## src/rtl/rom_read_arbiter.sv

```systemverilog
// -----------------------------------------------------------------------------
// rom_read_arbiter
//
// Shares one combinational ROM (read, addr -> data_out) among NREQ requesters.
// A pending request is selected in IDLE, its address is latched onto the ROM
// address lines, the returned word is captured one cycle later and handed back
// with a one-hot rvalid pulse to the winning requester.
//
// Transaction timeline (grant edge E):
//   E..E+1   : gnt[win]=1, rom_read=1, rom_addr=latched address   (READ)
//   E+1..E+2 : rvalid[win]=1, rdata=captured word                  (RESP)
//   E+3      : earliest next grant
//
// Configuration macro:
//   ROM_ARB_FIXED_PRIO_EN - when defined, the lowest set req index always
//                           wins; otherwise round-robin from pointer ptr.
//
// Parameters:
//   WIDTH  - ROM data width
//   DEPTH  - ROM word count (DEPTH <= 2**NUMBER)
//   NUMBER - ROM address width
//   NREQ   - number of requesters (2..8)
//
// Ports:
//   clk      - clock, rising edge
//   rst      - asynchronous active-high reset
//   req      - per-requester request level
//   addr_in  - per-requester address, requester i at [i*NUMBER +: NUMBER]
//   gnt      - one-hot grant, held across READ and RESP
//   rvalid   - one-hot single-cycle pulse marking rdata valid
//   rdata    - registered read data, held until the next capture
//   busy     - high whenever the FSM is not idle
//   rom_read - registered ROM read enable
//   rom_addr - registered ROM address
//   rom_data - ROM data output (combinational from rom_addr)
// -----------------------------------------------------------------------------
module rom_read_arbiter #(
  parameter int unsigned WIDTH  = 8,
  parameter int unsigned DEPTH  = 8,
  parameter int unsigned NUMBER = 3,
  parameter int unsigned NREQ   = 4
) (
  input  logic                     clk,
  input  logic                     rst,
  input  logic [NREQ-1:0]          req,
  input  logic [NREQ*NUMBER-1:0]   addr_in,
  output logic [NREQ-1:0]          gnt,
  output logic [NREQ-1:0]          rvalid,
  output logic [WIDTH-1:0]         rdata,
  output logic                     busy,
  output logic                     rom_read,
  output logic [NUMBER-1:0]        rom_addr,
  input  logic [WIDTH-1:0]         rom_data
);

  localparam int unsigned PtrW = (NREQ > 1) ? $clog2(NREQ) : 1;

  typedef enum logic [1:0] {
    StIdle,
    StRead,
    StResp
  } state_t;

  state_t r_state;
  state_t w_state_nxt;

  logic [NREQ-1:0]   r_gnt;
  logic [NREQ-1:0]   r_rvalid;
  logic [WIDTH-1:0]  r_rdata;
  logic              r_rom_read;
  logic [NUMBER-1:0] r_rom_addr;

  logic              w_any;
  logic [PtrW-1:0]   w_win_idx;
  logic [NREQ-1:0]   w_win_oh;
  logic [NUMBER-1:0] w_addr_sel;
  logic              w_addr_ok;
  logic [WIDTH-1:0]  w_rd_word;

  // (base + off) mod NREQ, for base < NREQ and off < NREQ
  function automatic logic [PtrW-1:0] wrap_idx(input int unsigned base, input int unsigned off);
    int unsigned sum;
    sum = base + off;
    if (sum >= NREQ) begin
      sum = sum - NREQ;
    end
    return PtrW'(sum);
  endfunction

  // ---------------------------------------------------------------------------
  // Winner selection
  // ---------------------------------------------------------------------------
`ifdef ROM_ARB_FIXED_PRIO_EN
  always_comb begin
    w_any     = |req;
    w_win_idx = '0;
    // Descending scan so the lowest set index is the last to be written.
    for (int i = NREQ - 1; i >= 0; i--) begin
      if (req[i]) begin
        w_win_idx = PtrW'(i);
      end
    end
  end
`else
  logic [PtrW-1:0] r_ptr;
  logic [PtrW-1:0] w_ptr_nxt;

  always_comb begin
    w_any     = 1'b0;
    w_win_idx = '0;
    // Search upward from the pointer, wrapping; first set bit wins.
    for (int unsigned k = 0; k < NREQ; k++) begin
      if (!w_any && req[wrap_idx(int'(r_ptr), k)]) begin
        w_any     = 1'b1;
        w_win_idx = wrap_idx(int'(r_ptr), k);
      end
    end
    w_ptr_nxt = wrap_idx(int'(w_win_idx), 1);
  end

  always_ff @(posedge clk or posedge rst) begin
    if (rst) begin
      r_ptr <= '0;
    end else if (r_state == StIdle && w_any) begin
      r_ptr <= w_ptr_nxt;
    end
  end
`endif

  always_comb begin
    w_win_oh            = '0;
    w_win_oh[w_win_idx] = w_any;
  end

  assign w_addr_sel = addr_in[w_win_idx*NUMBER +: NUMBER];

  // Out-of-range addresses still perform the read but return zero.
  assign w_addr_ok = (32'(r_rom_addr) < 32'(DEPTH));
  assign w_rd_word = (w_addr_ok && r_rom_read) ? rom_data : '0;

  // ---------------------------------------------------------------------------
  // FSM: state register
  // ---------------------------------------------------------------------------
  always_ff @(posedge clk or posedge rst) begin
    if (rst) begin
      r_state <= StIdle;
    end else begin
      r_state <= w_state_nxt;
    end
  end

  // ---------------------------------------------------------------------------
  // FSM: next-state logic
  // ---------------------------------------------------------------------------
  always_comb begin
    w_state_nxt = r_state;
    unique case (r_state)
      StIdle:  w_state_nxt = w_any ? StRead : StIdle;
      StRead:  w_state_nxt = StResp;
      StResp:  w_state_nxt = StIdle;
      default: w_state_nxt = StIdle;
    endcase
  end

  // ---------------------------------------------------------------------------
  // Registered datapath driven by the current state
  // ---------------------------------------------------------------------------
  always_ff @(posedge clk or posedge rst) begin
    if (rst) begin
      r_gnt      <= '0;
      r_rvalid   <= '0;
      r_rdata    <= '0;
      r_rom_read <= 1'b0;
      r_rom_addr <= '0;
    end else begin
      unique case (r_state)
        StIdle: begin
          if (w_any) begin
            r_gnt      <= w_win_oh;
            r_rom_addr <= w_addr_sel;
            r_rom_read <= 1'b1;
          end
        end
        StRead: begin
          r_rdata    <= w_rd_word;
          r_rvalid   <= r_gnt;
          r_rom_read <= 1'b0;
        end
        StResp: begin
          r_rvalid   <= '0;
          r_gnt      <= '0;
          r_rom_addr <= '0;
        end
        default: begin
          r_gnt      <= '0;
          r_rvalid   <= '0;
          r_rom_read <= 1'b0;
        end
      endcase
    end
  end

  // ---------------------------------------------------------------------------
  // FSM: outputs
  // ---------------------------------------------------------------------------
  always_comb begin
    gnt      = r_gnt;
    rvalid   = r_rvalid;
    rdata    = r_rdata;
    rom_read = r_rom_read;
    rom_addr = r_rom_addr;
    busy     = (r_state != StIdle);
  end

endmodule

```

## config.mk

```make
export PLATFORM = sky130hd
export DESIGN_NAME = rom_read_arbiter
export DESIGN_NICKNAME = d
export VERILOG_FILES = /design/src/rtl/rom_read_arbiter.sv
export SDC_FILE = /design/constraint.sdc
export NUM_CORES = 1
export LEC_CHECK = 0
export ABC_CLOCK_PERIOD_IN_PS = 3300
export CAP_MARGIN = 20
export CORE_MARGIN = 3
export CORE_UTILIZATION = 62
export CTS_CLUSTER_DIAMETER = 40
export DETAILED_ROUTE_END_ITERATION = 12
export DONT_BUFFER_PORTS = 1
export PLACE_DENSITY_LB_ADDON = 0.15
export SKIP_CTS_REPAIR_TIMING = 1
export SYNTH_ARGS = -nofsm -noshare
export SYNTH_HDL_FRONTEND = slang
export SYNTH_SLANG_ARGS = --single-unit
export TNS_END_PERCENT = 20
```

## constraint.sdc

```tcl
create_clock -name clk -period 3.3 [get_ports clk]
set_clock_uncertainty 0.15 [all_clocks]
set_input_delay 0.66 -clock clk [delete_from_list [all_inputs] [get_ports clk]]
set_output_delay 0.66 -clock clk [all_outputs]
set_load 0.02 [all_outputs]
```

# Word level (Yosys, flattened, before mapping)
# Cells that the tools add are included.
# op_classes
shifts,1
n_mul,1
add_sub_neg,9
n_lt_le_gt_ge,11
n_eq_ne,3
bitwise,3
n_reduce_logical,14
n_mux,33
# ops
operator,n
2-to-1 mux 2 bit,9
case mux 4 bit (2 select lines),2
"less-than comparator 2 x 3 -> 1 bit, second input constant",5
">= comparator 3 bit, second input constant",4
indexed part select 12 x 5 -> 3 bit,1
2-to-1 mux 1 bit,11
"subtractor 2 x 1 -> 2 bit, second input constant",5
binary-select mux 1 bit (select 2 bit),4
2-to-1 mux 8 bit,1
"adder 2 x 1 -> 3 bit, second input constant",2
"adder 2 x 2 -> 3 bit, second input constant",2
case mux 3 bit (2 select lines),1
AND reduction 2 bit,3
logical AND 1 bit,5
AND 4 bit,1
"multiplier 2 x 2 -> 4 bit, second input constant",1
2-to-1 mux 4 bit,1
case mux 2 bit (2 select lines),1
nonzero test 2 bit,2
">= comparator 2 x 3 -> 1 bit, second input constant",1
logical NOT 1 bit,3
2-to-1 mux 3 bit,1
demux 1 bit (select 2 bit),1
"equality test 2 x 1 -> 1 bit, second input constant",1
other kinds (6),7
# totals
out_inout_bits,21
regBits,24
inputBits,26

# Longest topological paths before layout
# depth
word_depth,21
depth_mapped,7

# Least setup slack after synthesis
# No wires, ideal clock.
# synth_path
path_kind,input -> register
startpoint,input req[1]
endpoint,register r_rom_addr[0] (netlist: rom_addr[0])
arrival_time_ns,1.742
t_required_ns,3.025
stages,7
setup_slack_ns,1.283
path_buffers,2
path_cell_list,or2_1 -> buf_6 -> and4_4 -> buf_6 -> o21a_1 -> o32ai_1 -> o21ai_1
# synth_between
elab_chain_cells,16
# synth_rtl
element,line_no,text
start: declaration,45,"input logic [NREQ-1:0] req,"
binary-select mux 1 bit (select 2 bit),113,"if (!w_any && req[wrap_idx(int'(r_ptr), k)]) begin"
2-to-1 mux 1 bit (not written as such),113,
2-to-1 mux 1 bit,113,
logical NOT 1 bit,113,
logical AND 1 bit,113,
2-to-1 mux 1 bit,113,
logical NOT 1 bit,113,
logical AND 1 bit,113,
2-to-1 mux 1 bit,113,
logical NOT 1 bit,113,
logical AND 1 bit,113,
2-to-1 mux 2 bit,113,
multiplier 2 x 2 -> 4 bit,135,assign w_addr_sel = addr_in[w_win_idx*NUMBER +: NUMBER];
indexed part select 12 x 5 -> 3 bit,135,
2-to-1 mux 3 bit,178,if (w_any) begin
case mux 3 bit (2 select lines),176,unique case (r_state)
end signal: assignment,180,r_rom_addr <= w_addr_sel;
end: declaration,71,logic [NUMBER-1:0] r_rom_addr;
# Parallel ways exist; a longest one is shown, timed or not. The select of a mux whose other input is x is not followed.
# A chain may end at the register's enable or synchronous reset.

# Final worst setup path
# layout_path
startpoint,register r_ptr[1]
endpoint,register r_ptr[1]
# layout_between
elab_chain_cells,17
# layout_rtl
element,line_no,text
start: declaration,105,logic [PtrW-1:0] r_ptr;
start signal: assignment,125,r_ptr <= w_ptr_nxt;
branches (longest 17 deep; another with adder 2 x 1 -> 3 bit),-,
# Several ways; the timed one is not identified. The select of a mux whose other input is x is not followed.

==> impl_metrics.toml <==
[power_and_ir_drop]
vdd_ir_drop_max_mv = 0.683
leak_pwr_nw = 0.581
powerDensity_nw_per_um2 = 1030

[drt]
drt_pass1_iterations = 4
drc = 0
postRouteAntennaNets = 0
drt-wirelength-per-cell_um = 16.9
count_of_vias_placed_by_the_detailed_router = 1044
drt-initial-drc-count = 16
totalWireLength_um = 2770
detail_route.vias_per_cell = 6.37

[global_routing]
pin_count_of_the_biggest_net_entering_global_routing = 25
global_route_wire_length_before_repair_um = 4460
antenna_found_initial = 0
first_global_vias = 1003
global_route.overflow_total = 0
global_route.usage.total_pct = 21.9

[cts]
cts-root-buf = "sky130_fd_sc_hd__clkbuf_4"
clk_path_buf_depth = 2
path_clk_slew_ns = 0.14
worst_skew_pair.late_latency_ns = 0.32
numCtsBuffers = 3
clock_tree_from_tritoncts = "yes"
htree_levels = 1
cts_num_sinks = 24

[timing]
hold_viol_final = 0
period_needed_ns = 2.08
max-slew-margin-rel_pct = 43.2
finalSetupTns_ns = 0
layout_worst_path_cycle_share_pct = 63.0
final.hold.worst_slack_ns = 0.233
max_freq_ghz = 0.481
worstMarginPinSlew_ns = 0.852
grt_setup_unrepaired = "no"
timing.final.setup_violations = 0
slew_violations = 0

[placed_design]
placed_instance_count = 160
final_hpwl_dp_um = 2140
io_buffer_count = 0
globalplace.congestion = 0.887
placed_area_um2 = 1270

[flow_run]
timing.max_cap.violations = 0

[synth]
synth_common_cells = "sky130_fd_sc_hd__nand2_1, sky130_fd_sc_hd__dfrtp_1, sky130_fd_sc_hd__nor2_1, sky130_fd_sc_hd__o21ai_0, sky130_fd_sc_hd__nor3b_1"
synth.yosys.warnings = 0
synth-edff-count = 0
async_flop_share_pct = 100
synth.top_cell.area_share_pct = 46.3
synth.largest_area_cell = "sky130_fd_sc_hd__dfrtp_1"
syn_area_um2 = 1300
synth-seq-cells = 24
synth_top_flop_cell = "sky130_fd_sc_hd__dfrtp_1"
synth_cell_type_count = 31
postSynthNetCount = 171
postSynthCellCount = 145
post_synth_main_area_contributors = "sky130_fd_sc_hd__dfrtp_1, sky130_fd_sc_hd__nand2_1, sky130_fd_sc_hd__nor2_1, sky130_fd_sc_hd__o21ai_0, sky130_fd_sc_hd__nor3b_1"
synth_most_common_cell = "sky130_fd_sc_hd__nand2_1"
synthesis.area_per_instance_um2 = 8.95
synth-seq-area-share_pct = 46.3

[cells_and_area]
fill_cells = 160
antenna_cells = 0
layout.nets = 166
final_layout_size_suffix_gt1_share_pct = 6.47
finish.utilization_pct = 71.7
area.growth.synth_to_final_pct = 1.64
finalNonFillerCells = 164
final_area_um2 = 1320

[worst_setup_path]
worstSetupStartpoint = "r_ptr[1]"
crit_chain = "nand2_1 > a311oi_2 > or2_0 > nor2_1 > o31ai_1"
worst_path_max_delay_cell = "sky130_fd_sc_hd__dfrtp_1"
criticalPathCategory = "register to register"
cp.required_ns = 3.39
critical_path.reg2reg.endpoint = "r_ptr[1]"
cp_slowest_stage_delay_ns = 0.60
crit_path_end = "r_ptr[1]"
register_to_register_path_depth = 5
timing.critical_path.fanout_max = 13
regToRegStartpoint = "r_ptr[1]"
category_of_the_worst_setup_path_launch_point = "register"
timing.critical_path.arrival_ns = 2.17
critPathCaptureType = "register"
reg2reg_slack_ns = 1.22

[floorplanning]
die_x_um = 51.7
rows = 15
initial_core_util_pct = 70.5
boundaryPins = 47
core_area_um2 = 1840
floorplan.die.height_um = 51.7
die_area_um2 = 2680

[run_status]
status = "complete, no violations"

[hold_path]
holdCritPathClass = "primary input to asynchronous set/reset pin"
-- where the power goes --
group          internal, mW  total, mW  leakage, nW  switching (mW)
combinational         0.181      0.440        0.245           0.259
clock                 0.123      0.211       0.0279          0.0878
sequential            0.420      0.709        0.308           0.289
-- area by class of cell --
cell class                      instances  area (um2)  share of cell area [%]
Clock buffer                            3        22.5                    1.71
Clock inverter                          1        30.0                    2.28
Inverter                                5        18.8                    1.42
Multi-Input combinational cell        106         616                    46.7
Sequential cell                        24         601                    45.5
Tap cell                               25        31.3                    2.37
-- stage by stage --
stage               setup WS (ns)  total power [mW]
finish                       1.22              1.36
global route                 1.03              1.45
CTS                          1.25              1.36
detailed placement           1.21              1.15
global placement             1.25              1.12
floorplan                    1.28              1.07
-- flip-flops by register name, indices dropped and copies added (netlist names) --
register	count
rom_read	1
rvalid	4
rom_addr	3
gnt	4
rdata	8
r_state	2
r_ptr	2
-- kinds of logic (layout without fill, tap and decap cells) --
logic type,Yosys count,in the layout,synth area share [%]
muxes,4,4,3.09
buffers and inverters,15,9,6.27
DFF,24,24,46.3
and+or+nand+nor,68,68,26.9
AOI/OAI and AO/OA,34,34,17.5
-- metal layers --
| metal | global-route usage (%) | wire (um) |
|---|---|---|
| met1 | 28.9 | 1140 |
| met2 | 36.2 | 1290 |
| met3 | 6.88 | 324 |
| met4 | 3.06 | 14 |
| met5 | 0 | 0 |
-- worst min-delay path by stage --
stage / end / start / slack, ns
floorplan: r_ptr[0] / r_ptr[0] / 0.36
global placement: r_ptr[0] / r_ptr[0] / 0.39
detailed placement: r_ptr[0] / r_ptr[0] / 0.40
CTS: r_state[1] / rst / 0.27
global route: r_state[1] / rst / 0.30
finish: r_state[1] / rst / 0.23
-- cell usage in the layout, fill, tap and decap left out, types with 5 or more instances in the layout --
master / instances
sky130_fd_sc_hd__a21oi_1: 5
sky130_fd_sc_hd__dfrtp_1: 24
sky130_fd_sc_hd__nand2_1: 25
sky130_fd_sc_hd__nand2b_1: 5
sky130_fd_sc_hd__nor2_1: 14
sky130_fd_sc_hd__nor3b_1: 6
sky130_fd_sc_hd__o21ai_0: 9
sky130_fd_sc_hd__o21ai_1: 5
-- critical path, delay by kind of cell (launching register included) --
kind / cells / cell delay, ns
AOI/OAI and AO/OA: 2 / 0.65
DFF: 1 / 0.60
and+or+nand+nor: 3 / 0.59
Power figures use the tool's default switching activity.
